`src/rtl/msdap_main_ctrl_if.sv`:
```
// Bus between the MSDAP main sequencer and its surroundings.
//   master : deserialiser/datapath side (drives Start, clear_req, word strobes, comp_done)
//   slave  : msdap_main_ctrl (drives InReady, memory write strobes/address, x_ptr,
//            comp_start, sleep, overrun, state)
interface msdap_main_ctrl_if #(
   parameter int ADDR_X = 8
);
   logic              Start;
   logic              clear_req;
   logic              word_valid;
   logic              word_zero;
   logic              comp_done;
   logic              InReady;
   logic              rj_we;
   logic              coef_we;
   logic              data_we;
   logic [8:0]        wr_addr;
   logic              data_wr_zero;
   logic [ADDR_X-1:0] x_ptr;
   logic              comp_start;
   logic              sleep;
   logic              overrun;
   logic [2:0]        state;

   modport master (
      output Start, clear_req, word_valid, word_zero, comp_done,
      input  InReady, rj_we, coef_we, data_we, wr_addr, data_wr_zero,
             x_ptr, comp_start, sleep, overrun, state
   );

   modport slave (
      input  Start, clear_req, word_valid, word_zero, comp_done,
      output InReady, rj_we, coef_we, data_we, wr_addr, data_wr_zero,
             x_ptr, comp_start, sleep, overrun, state
   );
endinterface

```
`src/rtl/msdap_main_ctrl.sv`:
```
// Main sequencing FSM of the MSDAP core (Sclk domain).
// Steers incoming L/R word pairs into rj, coefficient or data memory, drives InReady,
// launches one datapath computation per stored sample, clears history on request and
// sleeps after a long run of all-zero input.
// Ports: Sclk, Reset_n (async, active low), bus (msdap_main_ctrl_if.slave).
//
//   state      | meaning
//   INIT       | zero all data memory, counters restart
//   READ_RJ    | load RJ_NUM rj words
//   READ_COEF  | load COEF_NUM coefficient words
//   WAIT_IN    | configured, waiting for first sample
//   WORKING    | storing samples and launching computations
//   CLEARING   | zero data memory, keep rj/coef, wait for clear_req release
//   SLEEPING   | silence detected, zero words ignored, output forced to 0
module msdap_main_ctrl #(
   parameter int RJ_NUM     = 16,
   parameter int COEF_NUM   = 512,
   parameter int DATA_DEPTH = 256,
   parameter int SLEEP_CNT  = 800
) (
   input logic Sclk,
   input logic Reset_n,
   msdap_main_ctrl_if.slave bus
);
   localparam int ADDR_X = $clog2(DATA_DEPTH);
   localparam int CNT_W  = $clog2(((COEF_NUM > DATA_DEPTH) ? COEF_NUM : DATA_DEPTH) + 1);
   localparam int ZC_W   = $clog2(SLEEP_CNT + 1);

   typedef enum logic [2:0] {
      S_INIT      = 3'd0,
      S_READ_RJ   = 3'd1,
      S_READ_COEF = 3'd2,
      S_WAIT_IN   = 3'd3,
      S_WORKING   = 3'd4,
      S_CLEARING  = 3'd5,
      S_SLEEPING  = 3'd6
   } state_t;

   state_t            state_q, state_d;
   logic [CNT_W-1:0]  cnt_q, cnt_d;
   logic [ADDR_X-1:0] x_ptr_q, x_ptr_d, x_ptr_inc;
   logic [ZC_W-1:0]   zero_q, zero_d;
   logic              busy_q, busy_d;
   logic              overrun_q, overrun_d;
   logic              comp_start_q, comp_start_d;
   logic              in_ready_q, in_ready_d;
   logic              take_data;
   logic              rj_we, coef_we, data_we, data_wr_zero;
   logic [8:0]        wr_addr;

   assign x_ptr_inc = x_ptr_q + ADDR_X'(1);

   always_ff @(posedge Sclk or negedge Reset_n) begin
      if (!Reset_n) begin
         state_q      <= S_INIT;
         cnt_q        <= '0;
         x_ptr_q      <= '0;
         zero_q       <= '0;
         busy_q       <= 1'b0;
         overrun_q    <= 1'b0;
         comp_start_q <= 1'b0;
         in_ready_q   <= 1'b0;
      end else begin
         state_q      <= state_d;
         cnt_q        <= cnt_d;
         x_ptr_q      <= x_ptr_d;
         zero_q       <= zero_d;
         busy_q       <= busy_d;
         overrun_q    <= overrun_d;
         comp_start_q <= comp_start_d;
         in_ready_q   <= in_ready_d;
      end
   end

   always_comb begin
      state_d      = state_q;
      cnt_d        = cnt_q;
      x_ptr_d      = x_ptr_q;
      zero_d       = zero_q;
      // a launch in flight outranks a completion in the same cycle
      busy_d       = comp_start_q ? 1'b1 : (bus.comp_done ? 1'b0 : busy_q);
      overrun_d    = overrun_q;
      comp_start_d = 1'b0;
      if (bus.Start) begin
         state_d   = S_INIT;
         cnt_d     = '0;
         x_ptr_d   = '0;
         zero_d    = '0;
         busy_d    = 1'b0;
         overrun_d = 1'b0;
      end else begin
         case (state_q)
            S_INIT: begin
               if (cnt_q == CNT_W'(DATA_DEPTH - 1)) begin
                  state_d = S_READ_RJ;
                  cnt_d   = '0;
               end else begin
                  cnt_d = cnt_q + CNT_W'(1);
               end
            end
            S_READ_RJ: begin
               if (bus.word_valid) begin
                  if (cnt_q == CNT_W'(RJ_NUM - 1)) begin
                     state_d = S_READ_COEF;
                     cnt_d   = '0;
                  end else begin
                     cnt_d = cnt_q + CNT_W'(1);
                  end
               end
            end
            S_READ_COEF: begin
               if (bus.word_valid) begin
                  if (cnt_q == CNT_W'(COEF_NUM - 1)) begin
                     state_d = S_WAIT_IN;
                     cnt_d   = '0;
                  end else begin
                     cnt_d = cnt_q + CNT_W'(1);
                  end
               end
            end
            S_WAIT_IN, S_WORKING, S_SLEEPING: begin
               if (bus.clear_req) begin
                  state_d = S_CLEARING;
                  cnt_d   = '0;
               end else if (take_data) begin
                  x_ptr_d = x_ptr_inc;
                  if (busy_q || comp_start_q) overrun_d = 1'b1;
                  else                        comp_start_d = 1'b1;
                  if (bus.word_zero) begin
                     zero_d  = (zero_q == ZC_W'(SLEEP_CNT)) ? zero_q : zero_q + ZC_W'(1);
                     state_d = (zero_d == ZC_W'(SLEEP_CNT)) ? S_SLEEPING : S_WORKING;
                  end else begin
                     zero_d  = '0;
                     state_d = S_WORKING;
                  end
               end
            end
            S_CLEARING: begin
               // cnt parks at DATA_DEPTH once the sweep is done but clear_req is still held
               if ((cnt_q >= CNT_W'(DATA_DEPTH - 1)) && !bus.clear_req) begin
                  state_d = S_WAIT_IN;
                  cnt_d   = '0;
                  x_ptr_d = ADDR_X'(DATA_DEPTH - 1);
                  zero_d  = '0;
                  busy_d  = 1'b0;
               end else if (cnt_q < CNT_W'(DATA_DEPTH)) begin
                  cnt_d = cnt_q + CNT_W'(1);
               end
            end
            default: state_d = S_INIT;
         endcase
      end
      in_ready_d = (state_d != S_INIT) && (state_d != S_CLEARING);
   end

   always_comb begin
      rj_we        = 1'b0;
      coef_we      = 1'b0;
      data_we      = 1'b0;
      data_wr_zero = 1'b0;
      wr_addr      = '0;
      take_data    = 1'b0;
      // outputs are held at 0 while reset is asserted and on a Start cycle
      if (Reset_n && !bus.Start) begin
         case (state_q)
            S_INIT: begin
               data_we      = 1'b1;
               data_wr_zero = 1'b1;
               wr_addr      = 9'(cnt_q);
            end
            S_READ_RJ: begin
               rj_we   = bus.word_valid;
               wr_addr = bus.word_valid ? 9'(cnt_q) : 9'd0;
            end
            S_READ_COEF: begin
               coef_we = bus.word_valid;
               wr_addr = bus.word_valid ? 9'(cnt_q) : 9'd0;
            end
            S_WAIT_IN, S_WORKING: take_data = bus.word_valid && !bus.clear_req;
            S_SLEEPING: take_data = bus.word_valid && !bus.word_zero && !bus.clear_req;
            S_CLEARING: begin
               if (cnt_q < CNT_W'(DATA_DEPTH)) begin
                  data_we      = 1'b1;
                  data_wr_zero = 1'b1;
                  wr_addr      = 9'(cnt_q);
               end
            end
            default: ;
         endcase
         if (take_data) begin
            data_we = 1'b1;
            wr_addr = 9'(x_ptr_inc);
         end
      end
   end

   assign bus.rj_we        = rj_we;
   assign bus.coef_we      = coef_we;
   assign bus.data_we      = data_we;
   assign bus.data_wr_zero = data_wr_zero;
   assign bus.wr_addr      = wr_addr;
   assign bus.InReady      = in_ready_q;
   assign bus.x_ptr        = x_ptr_q;
   assign bus.comp_start   = comp_start_q;
   assign bus.sleep        = (state_q == S_SLEEPING);
   assign bus.overrun      = overrun_q;
   assign bus.state        = state_q;
endmodule
```
`src/flat_wrapper.sv`:
```
// flat-port wrapper written by rule: the top's interface ports become plain ports
module msdap_main_ctrl_flat 
#(
   parameter int RJ_NUM     = 16,
   parameter int COEF_NUM   = 512,
   parameter int DATA_DEPTH = 256,
   parameter int SLEEP_CNT  = 800
)
  (Sclk, Reset_n, bus_Start, bus_clear_req, bus_word_valid, bus_word_zero, bus_comp_done, bus_InReady, bus_rj_we, bus_coef_we, bus_data_we, bus_wr_addr, bus_data_wr_zero, bus_x_ptr, bus_comp_start, bus_sleep, bus_overrun, bus_state);
  msdap_main_ctrl_if bus_i ();
  input logic Sclk;
  input logic Reset_n;
  input wire logic [$bits(bus_i.Start)-1:0] bus_Start;
  input wire logic [$bits(bus_i.clear_req)-1:0] bus_clear_req;
  input wire logic [$bits(bus_i.word_valid)-1:0] bus_word_valid;
  input wire logic [$bits(bus_i.word_zero)-1:0] bus_word_zero;
  input wire logic [$bits(bus_i.comp_done)-1:0] bus_comp_done;
  output wire logic [$bits(bus_i.InReady)-1:0] bus_InReady;
  output wire logic [$bits(bus_i.rj_we)-1:0] bus_rj_we;
  output wire logic [$bits(bus_i.coef_we)-1:0] bus_coef_we;
  output wire logic [$bits(bus_i.data_we)-1:0] bus_data_we;
  output wire logic [$bits(bus_i.wr_addr)-1:0] bus_wr_addr;
  output wire logic [$bits(bus_i.data_wr_zero)-1:0] bus_data_wr_zero;
  output wire logic [$bits(bus_i.x_ptr)-1:0] bus_x_ptr;
  output wire logic [$bits(bus_i.comp_start)-1:0] bus_comp_start;
  output wire logic [$bits(bus_i.sleep)-1:0] bus_sleep;
  output wire logic [$bits(bus_i.overrun)-1:0] bus_overrun;
  output wire logic [$bits(bus_i.state)-1:0] bus_state;
  assign bus_i.Start = bus_Start;
  assign bus_i.clear_req = bus_clear_req;
  assign bus_i.word_valid = bus_word_valid;
  assign bus_i.word_zero = bus_word_zero;
  assign bus_i.comp_done = bus_comp_done;
  assign bus_InReady = bus_i.InReady;
  assign bus_rj_we = bus_i.rj_we;
  assign bus_coef_we = bus_i.coef_we;
  assign bus_data_we = bus_i.data_we;
  assign bus_wr_addr = bus_i.wr_addr;
  assign bus_data_wr_zero = bus_i.data_wr_zero;
  assign bus_x_ptr = bus_i.x_ptr;
  assign bus_comp_start = bus_i.comp_start;
  assign bus_sleep = bus_i.sleep;
  assign bus_overrun = bus_i.overrun;
  assign bus_state = bus_i.state;
  msdap_main_ctrl #(.RJ_NUM(RJ_NUM), .COEF_NUM(COEF_NUM), .DATA_DEPTH(DATA_DEPTH), .SLEEP_CNT(SLEEP_CNT)) u_core (.Sclk(Sclk), .Reset_n(Reset_n), .bus(bus_i));
endmodule
```
`config.mk`:
```
export PLATFORM = sky130hd
export DESIGN_NAME = msdap_main_ctrl_flat
export DESIGN_NICKNAME = d
export VERILOG_FILES = /design/src/rtl/msdap_main_ctrl_if.sv /design/src/rtl/msdap_main_ctrl.sv /design/src/flat_wrapper.sv
export SDC_FILE = /design/constraint.sdc
export NUM_CORES = 1
export LEC_CHECK = 0
export ABC_AREA = 1
export BUFFER_PORTS_ARGS = -buffer_cell sky130_fd_sc_hd__buf_2
export CELL_PAD_IN_SITES_DETAIL_PLACEMENT = 1
export CELL_PAD_IN_SITES_GLOBAL_PLACEMENT = 1
export CORE_MARGIN = 4
export CORE_UTILIZATION = 35
export DETAILED_ROUTE_END_ITERATION = 10
export PLACE_DENSITY = 0.67
export SYNTH_ARGS = -nofsm -noshare
export SYNTH_HDL_FRONTEND = slang
export SYNTH_SLANG_ARGS = --single-unit
export TNS_END_PERCENT = 50
```
`constraint.sdc`:
```
create_clock -name Sclk -period 2.15 [get_ports Sclk]
set_input_delay 0.43 -clock Sclk [delete_from_list [all_inputs] [get_ports Sclk]]
set_output_delay 0.43 -clock Sclk [all_outputs]
set_load 0.005 [all_outputs]
```
==> results of run 1 <==
==> cell usage in the layout, fill, tap and decap left out, types with 4 or more instances in the layout <==
cell type	netlist	routed
nand2_1	93	87
inv_1	55	54
nor2_1	39	38
nand3_1	39	37
buf_2	4	34
dfrtp_1	35	34
buf_4	2	33
o21ai_0	23	21
nand4_1	12	12
a21oi_1	8	7
inv_2	5	6
nand2_2	2	6
xor2_1	6	6
nor3_1	8	6
o22ai_1	7	6
clkbuf_8	0	6
buf_6	3	5
nand2_4	1	4
o21ai_1	3	4
ha_1	4	4
==> kinds of logic after synthesis <==
family,count (synthesis),share of synthesized area [%]
flops,35,33.5
compound gates,52,11.6
simple gates,208,38.3
buf+inv,71,11.6
fa+ha+maj,4,1.91
xor+xnor,9,3.01
==> metal layers <==
| metal | up-vias | wire, um | share of wire, % |
|---|---|---|---|
| li1 | 1380 | - | - |
| met1 | 1369 | 4110 | 46 |
| met2 | 58 | 4270 | 47 |
| met3 | 24 | 351 | 3.9 |
| met4 | 0 | 274 | 3.0 |
| met5 | - | 0 | 0 |
==> power breakdown <==
part           total (mW)  leakage, nW  switching [mW]  internal [mW]
clock               0.644       0.0612           0.268          0.376
combinational       0.163         1.26           0.107         0.0563
sequential          0.687        0.482          0.0145          0.672
total                1.49         1.80           0.389           1.10
==> timing repair <==
item | 4_1_cts | 5_1_grt
gates resized for setup | 22 | 13
cloned | 0 | 1
buffers inserted | 15 | 10
hold buffers | 0 | 0
pin swaps | 6 | 7
setup endpoints to repair | 9 | 20
==> how the worst min path moves through the flow <==
stage / startpoint / to / slack (ns)
2_1_floorplan: Reset_n / u_core.bus.InReady / 0.13
3_3_place_gp: u_core.bus.overrun / u_core.bus.overrun / 0.49
3_5_place_dp: u_core.bus.overrun / u_core.bus.overrun / 0.51
4_1_cts: Reset_n / u_core.bus.x_ptr[1] / 0.26
5_1_grt: Reset_n / u_core.bus.x_ptr[2] / 0.27
6_report: Reset_n / u_core.bus.x_ptr[1] / 0.22
==> cell type report <==
cell class / count / area (um2) / area share (%)
clock buffers: 6 / 82.6 / 2.42
clock inverters: 2 / 35.0 / 1.03
inverters: 62 / 238 / 6.98
multi-input cells: 274 / 1560 / 45.7
flip-flops and latches: 35 / 877 / 25.7
well taps: 99 / 124 / 3.63
repair buffers: 73 / 494 / 14.5
==> sequential cells by signal, summed over array words and instances, names as in the netlist <==
name	cells
u_core.bus.x_ptr	8
u_core.bus.comp_start	1
u_core.bus.state	3
u_core.busy_q	1
u_core.bus.overrun	1
u_core.bus.InReady	1
u_core.zero_q	10
u_core.cnt_q	10
==> stage by stage <==
stage                     setup WS (ns)  hold slack (ns)  TNS [ns]  area [um2]  utilization (%)
after floorplan                   0.227            0.134         0        2620                -
after global placement            0.132            0.493         0        2970             40.9
after detailed placement       -0.00145            0.508  -0.00145        2970             40.9
after CTS                        -0.138            0.256    -0.782        3270             45.1
after global routing             -0.269            0.271     -2.67        3410             47.0
final                            -0.174            0.224     -1.02        3410             47.0
==> results.ini, run 1 <==
[min_path]
min_path_type = input port to async pin

[timing]
hold_viol = 0
finalSetupViolCount = 9
worst_slack_ns = -0.174
finalCritPeriodShare_pct = 108
post-route-min-period_ns = 2.32
clock.fmax_mhz = 430
skew_ns = 0.0102
worstMarginPinSlew_ns = 0.500
finalMaxSlewViolations = 0
rsz0062_at_grt = yes
max_slew_margin_pct = 66.6

[critical_path]
path_delay_family = buffers and inverters
critical_path_class = flip-flop to output port
r2r_setup_slack_ns = 0.06
cp-end-kind = output port
cp.depth = 11
startpoint = u_core.bus.state[0]
cp_slowest_cell = dfrtp_1
crit_path_cell_trace = inv_2, nor2_4, inv_2, nor2_8, inv_6, o21ai_4, nand3_4, inv_2, nand2_1, a22oi_2, buf_2
cp-start-kind = flip-flop
cp.required_ns = 1.72
worstReg2RegEnd = u_core.zero_q[1]
reg2reg_depth = 13
endpoint = bus_wr_addr[6]
cp_slowest_stage_delay_ns = 0.41
critPathMostFrequentCell = inv_2
critPathArrivalTime_ns = 1.89
r2r_start = u_core.bus.state[1]
cp_num_buf_inv = 5
cp_max_fo = 5

[clock_network]
cts-root-buf = clkbuf_8
cts_tree = built
clockBufferDepth = 2
clock_sinks = 35
clkTransAtPathRegs_ns = 0.08
cts_made_buffers = 5
insertion_delay_ns = 0.30
htreeDepth = 2

[synthesis]
synth_top_cell_by_area = dfrtp_1
synth_common_cells = 93 x nand2_1, 55 x inv_1, 39 x nand3_1, 39 x nor2_1, 35 x dfrtp_1
ys_types = 38
async_flop_share_pct = 100
synth_flop_cell = dfrtp_1
yosysSeqAreaShare_pct = 33.5
ys_top_cells_by_area = dfrtp_1 33%, nand2_1 13%, inv_1 7.9%
synth_area_um2 = 2620
yosys.area.top_type_share_pct = 33.5
netlist_instances = 379
synth_warnings = 0
syn_nets = 390
synth.most_common_cell = nand2_1
synth.avg_cell_area_um2 = 6.90
synth-edff-count = 0
synth_seq_cells = 35

[place]
globalplace.congestion = 0.790
io_buffers = 34
placedCellCount = 518
dp_hpwl_um = 6380

[power]
power_density_nw_per_um2 = 438
total_power_mw = 1.49
ir_drop_mv = 0.202
power_leakage_nw = 1.80

[run_status]
outcome = finished, violations left
violations = setup timing

[floorplan]
placementRows = 31
die_h_um = 94.4
io_pins = 35
die_x_um = 94.4
dieArea_um2 = 8920
core-area_um2 = 7250
start_util_pct = 36.1

[detailed_routing]
vias_per_cell = 5.14
finalWirelength_um = 9010
vias = 2831
avgRoutedWirePerCell_um = 16.4
post-route-drc-count = 0
final_antenna_net_count = 0
dr.pass1.iters = 4
drtIter0Drc = 67

[finish]
area_growth_pct = 30.3
n_fill_cell = 979
finalNetCount = 462
fin_cells = 551
drive_gt1_share_pct = 27.2
n_antenna_cell = 0

[global_routing]
grt_max_degree = 36
met1_usage_pct = 28.3
first_global_vias = 2969
grt_overflow = 0
grt_util_all_layers_pct = 21.1
grt_use_met3_pct = 3.51
grt_pass1_wl_um = 14800
antenna_found_initial = 0
grt.met2_usage_pct = 34.1
grt_busiest_layer = met2

[run]
drv_cap = 0

No activity file was read; power rests on OpenSTA's default activity.
==> inputs of run 2 (changes only) <==
--- a/config.mk
+++ b/config.mk
@@ -10,9 +10,10 @@
 export CELL_PAD_IN_SITES_DETAIL_PLACEMENT = 1
 export CELL_PAD_IN_SITES_GLOBAL_PLACEMENT = 1
 export CORE_MARGIN = 4
-export CORE_UTILIZATION = 35
+export CORE_UTILIZATION = 25
 export DETAILED_ROUTE_END_ITERATION = 10
-export PLACE_DENSITY = 0.67
+export PLACE_DENSITY = 0.51
+export SKIP_LAST_GASP = 1
 export SYNTH_ARGS = -nofsm -noshare
 export SYNTH_HDL_FRONTEND = slang
 export SYNTH_SLANG_ARGS = --single-unit
==> results.ini, run 2 (synthesis results as in run 1) <==
[run_status]
outcome = finished, violations left
violations = setup timing

[finish]
final_area_um2 = 3470  ; +1.8%
drive_gt1_share_pct = 28.1  ; +0.86 points
area_growth_pct = 32.6
final_common_cell = nand2_1
final_cell_mix = 89 x nand2_1, 53 x inv_1, 38 x nor2_1, 37 x nand3_1, 35 x buf_4
post-route-util_pct = 33.7  ; -13 points
finalNetCount = 466  ; +0.87%
n_antenna_cell = 0  ; unchanged

[timing]
hold_viol = 0  ; unchanged
holdWs_ns = 0.231  ; +0.00698 ns
worstMarginPinSlew_ns = 0.511  ; +0.0108 ns
max_slew_margin_pct = 65.9  ; -0.72 points
skew_ns = 0.0111  ; +0.000851 ns
clock.fmax_mhz = 446  ; +3.6%
finalSetupViolCount = 10  ; +1
worst_slack_ns = -0.0941  ; +0.0797 ns
finalMaxSlewViolations = 0  ; unchanged
rsz0062_at_grt = yes
post-route-min-period_ns = 2.24  ; -0.0797 ns
finalCritPeriodShare_pct = 104  ; -3.7 points

[global_routing]
grt_util_all_layers_pct = 16.4  ; -4.7 points
grt_pass1_wl_um = 15500  ; +4.4%
antenna_found_initial = 0  ; unchanged
grt_max_degree = 36  ; unchanged
first_global_vias = 3000  ; +1.0%
grt_overflow = 0  ; unchanged

[clock_network]
htreeDepth = 2  ; unchanged
insertion_delay_ns = 0.29  ; about the same
clock_sinks = 35  ; unchanged
cts_made_buffers = 5  ; unchanged
cts-root-buf = clkbuf_8
cts_hold_buf = 0  ; unchanged
clockBufferDepth = 2  ; unchanged
cts_tree = built
clkTransAtPathRegs_ns = 0.08  ; about the same

[place]
dpl-instance-area_um2 = 3030  ; +2.1%
dp_hpwl_um = 6920  ; +8.5%
globalplace.congestion = 0.834  ; +5.6%
io_buffers = 34  ; unchanged

[critical_path]
cp-end-kind = output port
critical_path_class = flip-flop to output port
cp.required_ns = 1.72  ; about the same
cp-start-kind = flip-flop
cp_max_fo = 4  ; -1
critPathArrivalTime_ns = 1.81  ; -0.08 ns

[floorplan]
core-area_um2 = 10300  ; +42%
start_util_pct = 25.4  ; -11 points
die_x_um = 110  ; +17%
placementRows = 37  ; +19%
io_pins = 35  ; unchanged
dieArea_um2 = 12200  ; +36%
die_h_um = 110  ; +17%

[min_path]
min_path_type = input port to async pin

[power]
total_power_mw = 1.35  ; -9.4%
power_leakage_nw = 1.77  ; -1.8%
ir_drop_mv = 0.244  ; +21%
power_density_nw_per_um2 = 390  ; -11%

[detailed_routing]
vias = 2751  ; -2.8%
finalWirelength_um = 9290  ; +3.2%
final_antenna_net_count = 0  ; unchanged
dr.pass1.iters = 4  ; unchanged
drtIter0Drc = 114  ; +70%
avgRoutedWirePerCell_um = 15.7  ; -4.0%
post-route-drc-count = 0  ; unchanged
vias_per_cell = 4.65  ; -9.6%

[run]
drv_cap = 0  ; unchanged

run 2: changes by cell type in the layout (fill, tap and decap cells not counted), sizes merged:
cell	change
buf	+4
bufinv	-1
clkinvlp	+1
run 2: power by group:
group | internal, mW | switching, mW
logic | 0.0603 | 0.108
clock network | 0.227 | 0.273
registers | 0.672 | 0.0125
run 2: cell type report:
| cell class | count | area [um2] |
|---|---|---|
| Clock buffer | 6 | 72.6 |
| Clock inverter | 2 | 12.5 |
| Fill cell | 1319 | 6810 |
| Inverter | 62 | 238 |
| Multi-Input combinational cell | 274 | 1560 |
| Sequential cell | 35 | 877 |
| Tap cell | 136 | 170 |
| Timing Repair Buffer | 77 | 541 |
run 2: worst paths after layout:
kind | from | end | slack, ns | depth (start not counted)
setup / recovery | u_core.bus.state[1] | bus_wr_addr[8] | -0.09 | 6
hold / removal | Reset_n | u_core.bus.x_ptr[5] | 0.23 | 2
setup reg to reg | u_core.bus.state[1] | u_core.zero_q[2] | 0.11 | 12
hold reg to reg | u_core.bus.overrun | u_core.bus.overrun | 0.49 | 2
max in group asynchronous | Reset_n | u_core.bus.state[1] | 1.53 | 2
min in group Sclk | bus_Start | u_core.bus.state[0] | 0.41 | 2
run 2: per-stage QoR:
step                TNS, ns  std cells  worst slack, ns
global placement          0        557            0.107
finish               -0.711        592          -0.0941
CTS                  -0.720        591           -0.103
floorplan                 0        379            0.227
global route          -2.07        592           -0.205
detailed placement        0        557           0.0225
run 2: routing by layer:
layer	vias to the layer above	part of all wire [%]	wire length, um	track usage (%)
li1	1387	-	-	-
met1	1332	45	4150	20.5
met2	23	52	4860	30.0
met3	9	2.0	186	2.21
met4	0	1.1	104	3.61
met5	-	0	0	0
run 2: critical path, cell delays in order, from the launching register on:
cell	delay (ns)
dfrtp_2	0.45
buf_6	0.14
nand2_1	0.08
nand2_2	0.09
buf_4	0.16
nor4_1	0.41
buf_2	0.19
run 2: what timing repair did:
item / in CTS / in global routing
endpoints found under the setup margin: 10 / 23
setup buffers: 25 / 2
gates cloned: 1 / 0
pin swaps: 10 / 4
resized for setup: 31 / 5
